$ cat src/rtl/modrm_fetch_unit.sv
// ---------------------------------------------------------------------------
// modrm_fetch_unit
//
// Sequential ModRM / displacement / memory-operand fetcher for the x86 front
// end. The opcode stage pulses start in IDLE. The unit then takes one byte
// per clock from the 8-bit bus: the ModRM byte, an optional disp8/disp16, and
// the little-endian r/m memory operand. It returns both operands, the
// effective address, the effective segment and the IP after the last code
// byte it consumed.
//
// Optional feature macro: IMM_FETCH_EN
//   Defined   : if imm_req is set, an immediate is fetched from cs:ip after
//               the operand. It is either one sign-extended byte (imm_s8) or
//               n little-endian bytes. It is returned in op2, and op1 is then
//               the r/m operand.
//   Undefined : imm_req and imm_s8 have no effect and IMM is never entered.
//
// Parameters
//   ADDR_W : physical address width (address arithmetic wraps to it)
//   OPW    : register/operand width, 16 or 32
//
// Ports
//   clock, reset_n          : rising-edge clock, async active-low reset
//   start                   : fetch request, only honoured in IDLE
//   ip_in                   : IP of the ModRM byte
//   cs, ds, ss              : segment registers
//   override, seg_ovr       : segment prefix present / its segment value
//   regs                    : register file snapshot, AX..DI at index 0..7
//   size                    : 0 byte, 1 word, 2 dword
//   dir                     : 0 -> op1=r/m, op2=reg ; 1 -> op1=reg, op2=r/m
//   imm_req, imm_s8         : immediate request / immediate is one sext byte
//   address                 : bus address, combinational from state
//   data                    : bus read data, valid in the same cycle
//   busy, done              : fetch in progress / one-cycle completion pulse
//   modrm, is_reg           : latched ModRM byte / mod==11
//   ea, seg                 : effective address / effective segment
//   ip_out                  : IP after the last consumed code byte
//   op1, op2                : operands, zero-extended to OPW
// ---------------------------------------------------------------------------
module modrm_fetch_unit #(
    parameter int ADDR_W = 20,
    parameter int OPW    = 16
) (
    input  logic              clock,
    input  logic              reset_n,
    input  logic              start,
    input  logic [15:0]       ip_in,
    input  logic [15:0]       cs,
    input  logic [15:0]       ds,
    input  logic [15:0]       ss,
    input  logic              override,
    input  logic [15:0]       seg_ovr,
    input  logic [8*OPW-1:0]  regs,
    input  logic [1:0]        size,
    input  logic              dir,
    input  logic              imm_req,
    input  logic              imm_s8,
    output logic [ADDR_W-1:0] address,
    input  logic [7:0]        data,
    output logic              busy,
    output logic              done,
    output logic [7:0]        modrm,
    output logic              is_reg,
    output logic [15:0]       ea,
    output logic [15:0]       seg,
    output logic [15:0]       ip_out,
    output logic [OPW-1:0]    op1,
    output logic [OPW-1:0]    op2
);

    // Physical address is computed wide enough to hold seg*16 + offset
    // without losing the carry, then truncated to ADDR_W.
    localparam int PW = (ADDR_W > 20) ? ADDR_W : 20;

    typedef enum logic [2:0] {
        ST_IDLE    = 3'd0,
        ST_MODRM   = 3'd1,
        ST_DISP_LO = 3'd2,
        ST_DISP_HI = 3'd3,
        ST_MEM     = 3'd4,
        ST_IMM     = 3'd5,
        ST_DONE    = 3'd6
    } state_t;

    // ------------------------------------------------------------------
    // Helper functions
    // ------------------------------------------------------------------
    function automatic logic [ADDR_W-1:0] phys_addr(input logic [15:0] s,
                                                    input logic [15:0] off);
        logic [PW-1:0] sum;
        sum = PW'({s, 4'h0}) + PW'(off);
        return sum[ADDR_W-1:0];
    endfunction

    function automatic logic [31:0] size_mask(input logic [1:0] sz);
        logic [31:0] m;
        case (sz)
            2'd0:    m = 32'h0000_00FF;
            2'd1:    m = 32'h0000_FFFF;
            2'd2:    m = 32'hFFFF_FFFF;
            default: m = 32'h0000_FFFF;
        endcase
        return m;
    endfunction

    // Index of the last operand byte (n-1) for a given size.
    function automatic logic [1:0] last_idx(input logic [1:0] sz);
        logic [1:0] l;
        case (sz)
            2'd0:    l = 2'd0;
            2'd1:    l = 2'd1;
            2'd2:    l = 2'd3;
            default: l = 2'd1;
        endcase
        return l;
    endfunction

    function automatic logic [31:0] sext8(input logic [7:0] b);
        return {{24{b[7]}}, b};
    endfunction

    // Register operand. In byte mode idx[1:0] picks AX..BX and idx[2]
    // picks the high byte. The result is zero-extended.
    function automatic logic [31:0] reg_operand(input logic [8*OPW-1:0] rf,
                                                input logic [2:0]       idx,
                                                input logic [1:0]       sz);
        logic [2:0]     ri;
        logic [OPW-1:0] word;
        logic [31:0]    full;
        ri   = (sz == 2'd0) ? {1'b0, idx[1:0]} : idx;
        word = rf[OPW-1:0];
        for (int i = 0; i < 8; i++) begin
            if (ri == 3'(i)) begin
                word = rf[i*OPW +: OPW];
            end
        end
        if (sz == 2'd0) begin
            full = {24'h000000, (idx[2] ? word[15:8] : word[7:0])};
        end else begin
            full = 32'(word) & size_mask(sz);
        end
        return full;
    endfunction

    // 16-bit base of the effective address. rm=110 with mod=00 is the
    // direct-address form, where the displacement alone forms the EA.
    function automatic logic [15:0] ea_base(input logic [8*OPW-1:0] rf,
                                            input logic [7:0]       m);
        logic [15:0] bx, bp, si, di, b;
        bx = rf[3*OPW +: 16];
        bp = rf[5*OPW +: 16];
        si = rf[6*OPW +: 16];
        di = rf[7*OPW +: 16];
        case (m[2:0])
            3'b000:  b = bx + si;
            3'b001:  b = bx + di;
            3'b010:  b = bp + si;
            3'b011:  b = bp + di;
            3'b100:  b = si;
            3'b101:  b = di;
            3'b110:  b = (m[7:6] == 2'b00) ? 16'h0000 : bp;
            default: b = bx;
        endcase
        return b;
    endfunction

    // Default segment is SS whenever BP takes part in the address.
    function automatic logic [15:0] seg_select(input logic [7:0]  m,
                                               input logic        ovr,
                                               input logic [15:0] sovr,
                                               input logic [15:0] d,
                                               input logic [15:0] s);
        logic [15:0] r;
        if (ovr) begin
            r = sovr;
        end else if ((m[7:6] != 2'b11) && (m[2:1] == 2'b01)) begin
            r = s;
        end else if ((m[2:0] == 3'b110) &&
                     ((m[7:6] == 2'b01) || (m[7:6] == 2'b10))) begin
            r = s;
        end else begin
            r = d;
        end
        return r;
    endfunction

    // ------------------------------------------------------------------
    // State and registers
    // ------------------------------------------------------------------
    state_t          state_r, state_next_s;
    logic [15:0]     ip_r;
    logic [1:0]      k_r;
    logic [1:0]      size_r;
    logic            dir_r, imm_req_r, imm_s8_r;
    logic [15:0]     cs_r, ds_r, ss_r, seg_ovr_r;
    logic            ovr_r;
    logic [7:0]      modrm_r;
    logic            is_reg_r;
    logic [15:0]     ea_r, seg_r, ip_out_r;
    logic [OPW-1:0]  op1_r, op2_r;
    logic            busy_r, done_r;
    logic [OPW-1:0]  rm_acc_r, imm_acc_r;

    logic [7:0]      modrm_cur_s;
    logic            mod11_s;
    logic            k_last_s;
    logic            imm_last_s;
    logic            imm_go_s;
    logic [15:0]     ip_inc_s;
    logic            code_byte_s;
    logic [OPW-1:0]  rm_next_s, imm_next_s;
    logic [OPW-1:0]  rm_final_s, imm_final_s, reg_op_s;

`ifdef IMM_FETCH_EN
    assign imm_go_s = imm_req_r;
`else
    logic unused_imm_s;
    assign imm_go_s     = 1'b0;
    assign unused_imm_s = imm_req_r;
`endif

    assign ip_inc_s   = ip_r + 16'd1;
    assign k_last_s   = (k_r == last_idx(size_r));
    assign imm_last_s = imm_s8_r | k_last_s;

    // ModRM is still on the bus while in MODRM, so decode from data there.
    always_comb begin
        modrm_cur_s = modrm_r;
        if (state_r == ST_MODRM) begin
            modrm_cur_s = data;
        end else begin
            modrm_cur_s = modrm_r;
        end
        mod11_s = (modrm_cur_s[7:6] == 2'b11);
    end

    // Code bytes advance ip; operand bytes do not.
    always_comb begin
        code_byte_s = 1'b0;
        case (state_r)
            ST_MODRM, ST_DISP_LO, ST_DISP_HI, ST_IMM: code_byte_s = 1'b1;
            default:                                  code_byte_s = 1'b0;
        endcase
    end

    // Little-endian byte insertion for the r/m and immediate accumulators.
    always_comb begin
        rm_next_s  = rm_acc_r;
        imm_next_s = imm_acc_r;
        for (int b = 0; b < OPW/8; b++) begin
            if (k_r == 2'(b)) begin
                rm_next_s[b*8 +: 8]  = data;
                imm_next_s[b*8 +: 8] = data;
            end else begin
                rm_next_s[b*8 +: 8]  = rm_acc_r[b*8 +: 8];
                imm_next_s[b*8 +: 8] = imm_acc_r[b*8 +: 8];
            end
        end
    end

    // Final operand values. They are valid on the edge that enters DONE.
    always_comb begin
        reg_op_s = OPW'(reg_operand(regs, modrm_cur_s[5:3], size_r));
        if (mod11_s) begin
            rm_final_s = OPW'(reg_operand(regs, modrm_cur_s[2:0], size_r));
        end else if (state_r == ST_MEM) begin
            rm_final_s = rm_next_s;
        end else begin
            rm_final_s = rm_acc_r;
        end
        if (imm_s8_r) begin
            imm_final_s = OPW'(sext8(data) & size_mask(size_r));
        end else begin
            imm_final_s = imm_next_s;
        end
    end

    // Bus address: operand fetch in MEM, otherwise the code stream cs:ip.
    always_comb begin
        address = {ADDR_W{1'b0}};
        case (state_r)
            ST_MEM:  address = phys_addr(seg_r, ea_r + {14'h0000, k_r});
            ST_IDLE: address = phys_addr(cs, ip_r);
            default: address = phys_addr(cs_r, ip_r);
        endcase
    end

    // FSM state register.
    always_ff @(posedge clock or negedge reset_n) begin
        if (!reset_n) begin
            state_r <= ST_IDLE;
        end else begin
            state_r <= state_next_s;
        end
    end

    // FSM next-state logic.
    always_comb begin
        state_next_s = state_r;
        case (state_r)
            ST_IDLE: begin
                if (start) begin
                    state_next_s = ST_MODRM;
                end else begin
                    state_next_s = ST_IDLE;
                end
            end
            ST_MODRM: begin
                if (data[7:6] == 2'b11) begin
                    state_next_s = imm_go_s ? ST_IMM : ST_DONE;
                end else if ((data[7:6] == 2'b00) && (data[2:0] != 3'b110)) begin
                    state_next_s = ST_MEM;
                end else begin
                    state_next_s = ST_DISP_LO;
                end
            end
            ST_DISP_LO: begin
                if (modrm_r[7:6] == 2'b01) begin
                    state_next_s = ST_MEM;
                end else begin
                    state_next_s = ST_DISP_HI;
                end
            end
            ST_DISP_HI: state_next_s = ST_MEM;
            ST_MEM: begin
                if (k_last_s) begin
                    state_next_s = imm_go_s ? ST_IMM : ST_DONE;
                end else begin
                    state_next_s = ST_MEM;
                end
            end
            ST_IMM: begin
                if (imm_last_s) begin
                    state_next_s = ST_DONE;
                end else begin
                    state_next_s = ST_IMM;
                end
            end
            ST_DONE: state_next_s = ST_IDLE;
            default: state_next_s = ST_IDLE;
        endcase
    end

    // Request latch, ModRM decode, displacement accumulation and byte counters.
    always_ff @(posedge clock or negedge reset_n) begin
        if (!reset_n) begin
            ip_r      <= 16'h0000;
            k_r       <= 2'd0;
            size_r    <= 2'd0;
            dir_r     <= 1'b0;
            imm_req_r <= 1'b0;
            imm_s8_r  <= 1'b0;
            cs_r      <= 16'h0000;
            ds_r      <= 16'h0000;
            ss_r      <= 16'h0000;
            ovr_r     <= 1'b0;
            seg_ovr_r <= 16'h0000;
            modrm_r   <= 8'h00;
            is_reg_r  <= 1'b0;
            ea_r      <= 16'h0000;
            seg_r     <= 16'h0000;
            rm_acc_r  <= {OPW{1'b0}};
            imm_acc_r <= {OPW{1'b0}};
        end else begin
            case (state_r)
                ST_IDLE: begin
                    if (start) begin
                        ip_r      <= ip_in;
                        size_r    <= size;
                        dir_r     <= dir;
                        imm_req_r <= imm_req;
                        imm_s8_r  <= imm_s8;
                        cs_r      <= cs;
                        ds_r      <= ds;
                        ss_r      <= ss;
                        ovr_r     <= override;
                        seg_ovr_r <= seg_ovr;
                    end
                end
                ST_MODRM: begin
                    modrm_r   <= data;
                    is_reg_r  <= (data[7:6] == 2'b11);
                    ea_r      <= ea_base(regs, data);
                    seg_r     <= seg_select(data, ovr_r, seg_ovr_r, ds_r, ss_r);
                    ip_r      <= ip_inc_s;
                    k_r       <= 2'd0;
                    rm_acc_r  <= {OPW{1'b0}};
                    imm_acc_r <= {OPW{1'b0}};
                end
                ST_DISP_LO: begin
                    ip_r <= ip_inc_s;
                    if (modrm_r[7:6] == 2'b01) begin
                        ea_r <= ea_r + {{8{data[7]}}, data};
                    end else begin
                        ea_r <= ea_r + {8'h00, data};
                    end
                end
                ST_DISP_HI: begin
                    ip_r <= ip_inc_s;
                    ea_r <= ea_r + {data, 8'h00};
                end
                ST_MEM: begin
                    rm_acc_r <= rm_next_s;
                    k_r      <= k_last_s ? 2'd0 : (k_r + 2'd1);
                end
                ST_IMM: begin
                    ip_r      <= ip_inc_s;
                    imm_acc_r <= imm_next_s;
                    k_r       <= k_r + 2'd1;
                end
                default: begin
                    k_r <= 2'd0;
                end
            endcase
        end
    end

    // busy/done are registered from the state being entered.
    always_ff @(posedge clock or negedge reset_n) begin
        if (!reset_n) begin
            busy_r <= 1'b0;
            done_r <= 1'b0;
        end else begin
            busy_r <= (state_next_s != ST_IDLE) && (state_next_s != ST_DONE);
            done_r <= (state_next_s == ST_DONE);
        end
    end

    // Results are captured on the edge into DONE and held until the next one.
    always_ff @(posedge clock or negedge reset_n) begin
        if (!reset_n) begin
            ip_out_r <= 16'h0000;
            op1_r    <= {OPW{1'b0}};
            op2_r    <= {OPW{1'b0}};
        end else if (state_next_s == ST_DONE) begin
            ip_out_r <= code_byte_s ? ip_inc_s : ip_r;
            if (state_r == ST_IMM) begin
                op1_r <= rm_final_s;
                op2_r <= imm_final_s;
            end else if (dir_r) begin
                op1_r <= reg_op_s;
                op2_r <= rm_final_s;
            end else begin
                op1_r <= rm_final_s;
                op2_r <= reg_op_s;
            end
        end
    end

    assign busy   = busy_r;
    assign done   = done_r;
    assign modrm  = modrm_r;
    assign is_reg = is_reg_r;
    assign ea     = ea_r;
    assign seg    = seg_r;
    assign ip_out = ip_out_r;
    assign op1    = op1_r;
    assign op2    = op2_r;

endmodule

$ cat config.mk
export PLATFORM = sky130hd
export DESIGN_NAME = modrm_fetch_unit
export DESIGN_NICKNAME = d
export VERILOG_FILES = /design/src/rtl/modrm_fetch_unit.sv
export SDC_FILE = /design/constraint.sdc
export NUM_CORES = 1
export LEC_CHECK = 0
export CAP_MARGIN = 30
export CORE_MARGIN = 2
export CORE_UTILIZATION = 50
export DETAILED_ROUTE_END_ITERATION = 10
export PLACE_DENSITY = 0.79
export SLEW_MARGIN = 20
export SYNTH_ARGS = -nofsm -noshare
export SYNTH_HDL_FRONTEND = slang
export SYNTH_SLANG_ARGS = --single-unit
$ cat constraint.sdc
create_clock -name clock -period 7.1 [get_ports clock]
set_clock_uncertainty 0.2 [all_clocks]
set_input_delay 1.42 -clock clock [delete_from_list [all_inputs] [get_ports clock]]
set_output_delay 1.42 -clock clock [all_outputs]
set_load 0.05 [all_outputs]
=== Word level (Yosys, flattened, before mapping) ===
Index checks and enable logic that the tools add are counted.

* Bits of input ports: 225
* Bits in registers: 213
* Output and inout port bits: 111

* $add $sub $neg: 13
* Equality and inequality tests: 39
* Bitwise operators: 4
* Reductions and logical operators: 19
* Muxes and demuxes: 61

{| class="wikitable"
|+ Operators with widths
! cell !! number
|-
| 16-bit two-way mux || 34
|-
| 16-bit one-hot mux with 2 select lines || 4
|-
| 16-bit one-hot mux with 7 select lines || 1
|-
| 16-bit adder || 6
|-
| 20-bit by 16-bit adder with 20-bit output || 3
|-
| 8-bit two-way mux || 7
|-
| 16-bit bitwise AND || 3
|-
| 16-bit one-hot mux with 3 select lines || 1
|-
| 3-bit == test (second input constant) || 14
|-
| 20-bit one-hot mux with 2 select lines || 1
|-
| 3-bit by 2-bit == test with 1-bit output (second input constant) || 8
|-
| 3-bit one-hot mux with 6 select lines || 1
|-
| 16-bit by 1-bit adder with 16-bit output (second input constant) || 1
|-
| 16-bit by 2-bit adder with 16-bit output || 1
|-
| 16-bit by 8-bit adder with 16-bit output || 1
|-
| 3-bit two-way mux || 5
|-
| 3-bit by 1-bit == test with 1-bit output (second input constant) || 4
|-
| 2-bit by 1-bit == test with 1-bit output (second input constant) || 4
|-
| 2-bit == test (second input constant) || 4
|-
| 2-bit logical NOT || 3
|-
| 3-bit logical NOT || 2
|-
| 2-bit two-way mux || 3
|-
| 3-bit inequality test (second input constant) || 2
|-
| 2-bit one-hot mux with 3 select lines || 1
|-
| other kinds (13) || 22
|}

=== Logic depth before layout (Yosys ltp) ===
* Depth in word-level cells: 17
* Gate-level depth with buffers: 18
* Mapped depth without buffers: 17

=== Worst setup path after synthesis ===
OpenSTA, ideal clock, no wires.

* Path type: register -> output
* Start point: register state_r[1]
* End point: output address[18]
* Data required time: 5.480 ns
* Cell stages (with the launch flop): 18
* Slack: 0.673 ns
* Buffers on the path: 4
* Arrival time: 4.807 ns
* Cells stage by stage: dfrtp_1 -> buf_2 -> clkbuf_1 -> nor3_1 -> buf_1 -> clkbuf_1 -> mux2_2 -> ha_1 -> fa_1 -> a21o_1 -> a21oi_1 -> o21bai_1 -> a21oi_1 -> o21ai_0 -> a311oi_1 -> nor3_1 -> xor2_1 -> mux2i_1

* Word-level cells in the longest chain between the ends: 2
* Elaborated cells between the ends (all ways): 3
* Classes of those cells: eq/ne: 1; mux: 1; reduce/logical: 1

{| class="wikitable"
|+ Ends and longest elaborated chain
! element !! line !! source
|-
| start: declaration || 190 || <nowiki>state_t state_r, state_next_s;</nowiki>
|-
| start signal: assignment || 293 || <nowiki>state_r <= state_next_s;</nowiki>
|-
| 3-bit == test / 3-bit logical NOT (equally long branches) || 281 || <nowiki>case (state_r)</nowiki>
|-
| 20-bit one-hot mux with 2 select lines (*) || 281 ||
|-
| end: declaration || 58 || <nowiki>output logic [ADDR_W-1:0] address,</nowiki>
|}

Every way passes the cells marked *; elsewhere a longest branch is shown, timed or not.

=== Worst setup path in the final report ===
* Start point: input cs[0]
* End point: output address[18]

* Word-level cells in the longest chain between the ends: 2

{| class="wikitable"
|+ Ends and longest elaborated chain
! element !! line !! source
|-
| start: declaration || 48 || <nowiki>input logic [15:0] cs,</nowiki>
|-
| 20-bit by 16-bit adder with 20-bit output || 91 || <nowiki>sum = PW'({s, 4'h0}) + PW'(off);</nowiki>
|-
| 20-bit one-hot mux with 2 select lines || 281 ||
|}

Every way passes these cells.

==> run_results.csv <==
group,metric,value,unit
die,die_y,191,µm
place,gp_congestion,0.997,
cells_and_area,fillers,2995,
critical_path,cp_top_family,"compound AO/OA/AOI/OAI gates",
synth,syn_area,0.0176,mm²
die,rows,68,
cells_and_area,layout.nets,2854,
cells_and_area,area_growth,26.1,%
power,vdd_drop_max,0.405,mV
cells_and_area,final_common_cell,"nand2_1",
hold_path,worstHoldStart,"ds_r[7]",
synth,synth_edf_count,0,
synth,synth_flop_cell,"dfrtp_1",
timing,period_minus_slack,6.78,ns
timing,tightest_slew,1.03,ns
critical_path,crit_chain,"clkdlybuf4s50_1, mux2_2, ha_1, fa_1, a21o_1, a21oi_1, o21bai_1, a21oi_1, o21ai_0, a311oi_1, nor3_1, xor2_1, mux2i_1, buf_12",
power,finalPower,12.5,mW
die,core,0.0345,mm²
synth,synth_cells,2272,
hold_path,hold_depth,2,
die,io_pins,336,
timing,post-route-period-util,95.5,%
timing,rsz0062_at_grt,"no",
die,fp.dieW,191,µm
global_routing,grt_pass1_vias,18500,
place,port-buffer-count,334,
detailed_routing,antenna_left,0,
clock_tree,cts-htree-levels,1,
power,powerDensity,566,mW/mm²
detailed_routing,drt_wl_total,71700,µm
place,dp_hpwl,55200,µm
synth,yosysUniqueCellTypes,83,
clock_tree,postCtsHoldBufs,0,
synth,async_reset_ff_share,100,%
detailed_routing,drc,0,
critical_path,start_kind,"input port",
timing,finalHoldViolations,0,
cells_and_area,final_util,64.1,%
clock_tree,cts_buffer_depth,3,
clock_tree,cts.sinks,213,
synth,synth_area_leader_cell,"dfrtp_1",
synth,ys_seq_area_share,30.4,%
critical_path,r2r_start,"state_r[2]",
critical_path,critPathMaxStageDelay,0.48,ns
timing,slew_headroom,30.6,%
detailed_routing,via_per_inst,6.34,
clock_tree,cts_tree,"yes",
synth,synth_top_area_share,30.4,%
detailed_routing,drt_iter0_drc,2101,
critical_path,rrSetupSlack,2.14,ns
timing,final_max_slew_viol_count,0,
critical_path,critPathSlowestCell,"a311oi_1",
critical_path,r2r_cells,11,
cells_and_area,drive_above_1_share,5.99,%
detailed_routing,wire_per_inst,23.8,µm
global_routing,grt_usage,38.5,%
timing,setup_tns,0,ns
critical_path,crit_cells,14,
critical_path,cp.required,5.48,ns
global_routing,grt_first_pass_wirelength,108000,µm
power,power_leakage,9.70,nW
timing,fmax,148,MHz
clock_tree,cts.clk_slew.worst_paths,0.06,ns
clock_tree,cts_made_buffers,25,
clock_tree,cts_setup_buffers,0,
critical_path,crit_type,"in -> out",
run,max_cap_viol_count,0,
critical_path,cp_num_buf_inv,2,
clock_tree,cts_resized,0,
critical_path,crit_path_frequent_cell,"a21oi_1",
synth,synth_nets,2588,
critical_path,cp_max_fo,3,
global_routing,grt_start_max_net_pins,106,
detailed_routing,num_vias,19100,
die,start_util,50.8,%
critical_path,cp-startpoint,"cs[0]",
timing,setup-violations-final,0,
synth,yosysWarnings,0,
cells_and_area,mostFrequentLayoutCells,"nand2_1 (483), clkdlybuf4s50_1 (331), dfrtp_1 (213)",
critical_path,cp-end-kind,"primary output",
outcome,status,"finished clean",
synth,ys_ff_latch,213,
clock_tree,root_buffer,"clkbuf_16",
synth,synth.avg_cell_area,7.73,µm²
synth,synth_area_leaders,"dfrtp_1 (30%), nand2_1 (10%), ha_1 (6.0%), mux2i_1 (5.6%), o21ai_0 (5.2%)",
critical_path,cp.arrival,5.16,ns
clock_tree,clkLatencyLatePin,0.54,ns
hold_path,hold_class,"reg -> reg",
global_routing,gr-total-overflow,0,
detailed_routing,first_pass_iters,6,
die,die_area,0.0366,mm²
global_routing,antenna_found_initial,4,
metrics by stage:
step | hold WS, ns | setup slack, ns | area [µm²] | instances
6_report | 0.274 | 0.323 | 22100 | 3012
3_5_place_dp | 0.261 | 0.428 | 21200 | 2964
5_1_grt | 0.290 | 0.149 | 22100 | 3012
2_1_floorplan | 0.242 | 0.673 | 17600 | 2272
4_1_cts | 0.276 | 0.390 | 22100 | 3009
3_3_place_gp | 0.253 | 0.452 | 21200 | 2961
synthesized netlist by cell type (5+ instances only):
cell type,n
nand2_1,485
dfrtp_1,213
nor2_1,201
o21ai_0,184
a21oi_1,182
clkbuf_1,104
mux2i_1,98
ha_1,84
inv_1,55
xnor2_1,53
nand3_1,47
mux2_2,42
xor2_1,41
nor3_1,39
a22oi_1,36
a221oi_1,29
o22ai_1,27
a21o_1,25
nor2b_1,24
a31oi_1,21
nand2b_1,18
a211oi_1,17
a221o_1,15
o221ai_1,15
and2_1,13
and3_1,13
o21bai_1,13
buf_2,10
nor4_1,10
a22o_1,9
nand4_1,9
o211ai_1,9
o21a_1,9
o21ai_1,9
buf_1,8
buf_4,7
fa_1,7
or3_1,6
a222oi_1,5
o2111ai_1,5
tightest hold or removal path: cells and delay by family, from the launching register on:
kind,cells,cell delay (ns)
flip-flops,1,0.34
AND/OR/NAND/NOR,2,0.10
path summary, 6_finish.rpt:
path	end
max	address[18]
min	ds_r[7]
max reg2reg	op2[3]
min reg2reg	ds_r[7]
max in group asynchronous	seg[6]
min in group asynchronous	ss_r[11]
layer usage:
metal  part of all wire (%)  wire [µm]  up-vias  global-route usage, %
met2                     44      31500     1142                   59.9
met4                    5.4       3870        4                   18.0
met5                  0.039         28        -                      0
met3                     10       7520      220                   8.28
met1                     40      28800     9107                   51.1
li1                       -          -     8638                      -
where the power goes:
part	total, mW	internal (mW)	leakage (nW)	switching, mW
Combinational	8.78	3.00	6.64	5.78
Clock	1.36	0.820	0.425	0.544
Sequential	2.39	1.79	2.63	0.602
cell type report:
| class | instances | area [µm²] | share of cell area [%] |
|---|---|---|---|
| Multi-Input combinational cell | 1870 | 11500 | 51.9 |
| Sequential cell | 213 | 5330 | 24.1 |
| Timing Repair Buffer | 370 | 3670 | 16.6 |
| Clock buffer | 33 | 716 | 3.23 |
| Tap cell | 455 | 569 | 2.57 |
| Inverter | 58 | 218 | 0.983 |
| Clock inverter | 12 | 155 | 0.701 |
| Antenna cell | 1 | 2.50 | 0.0113 |
cell families after synthesis:
family,share of synthesized area [%]
flops,30.4
buf+inv,4.35
fa+ha+maj,6.79
mux,8.88
compound gates,23.6
simple gates,21.3
xor+xnor,4.69
Note: power is estimated with default switching activity, not from simulation.
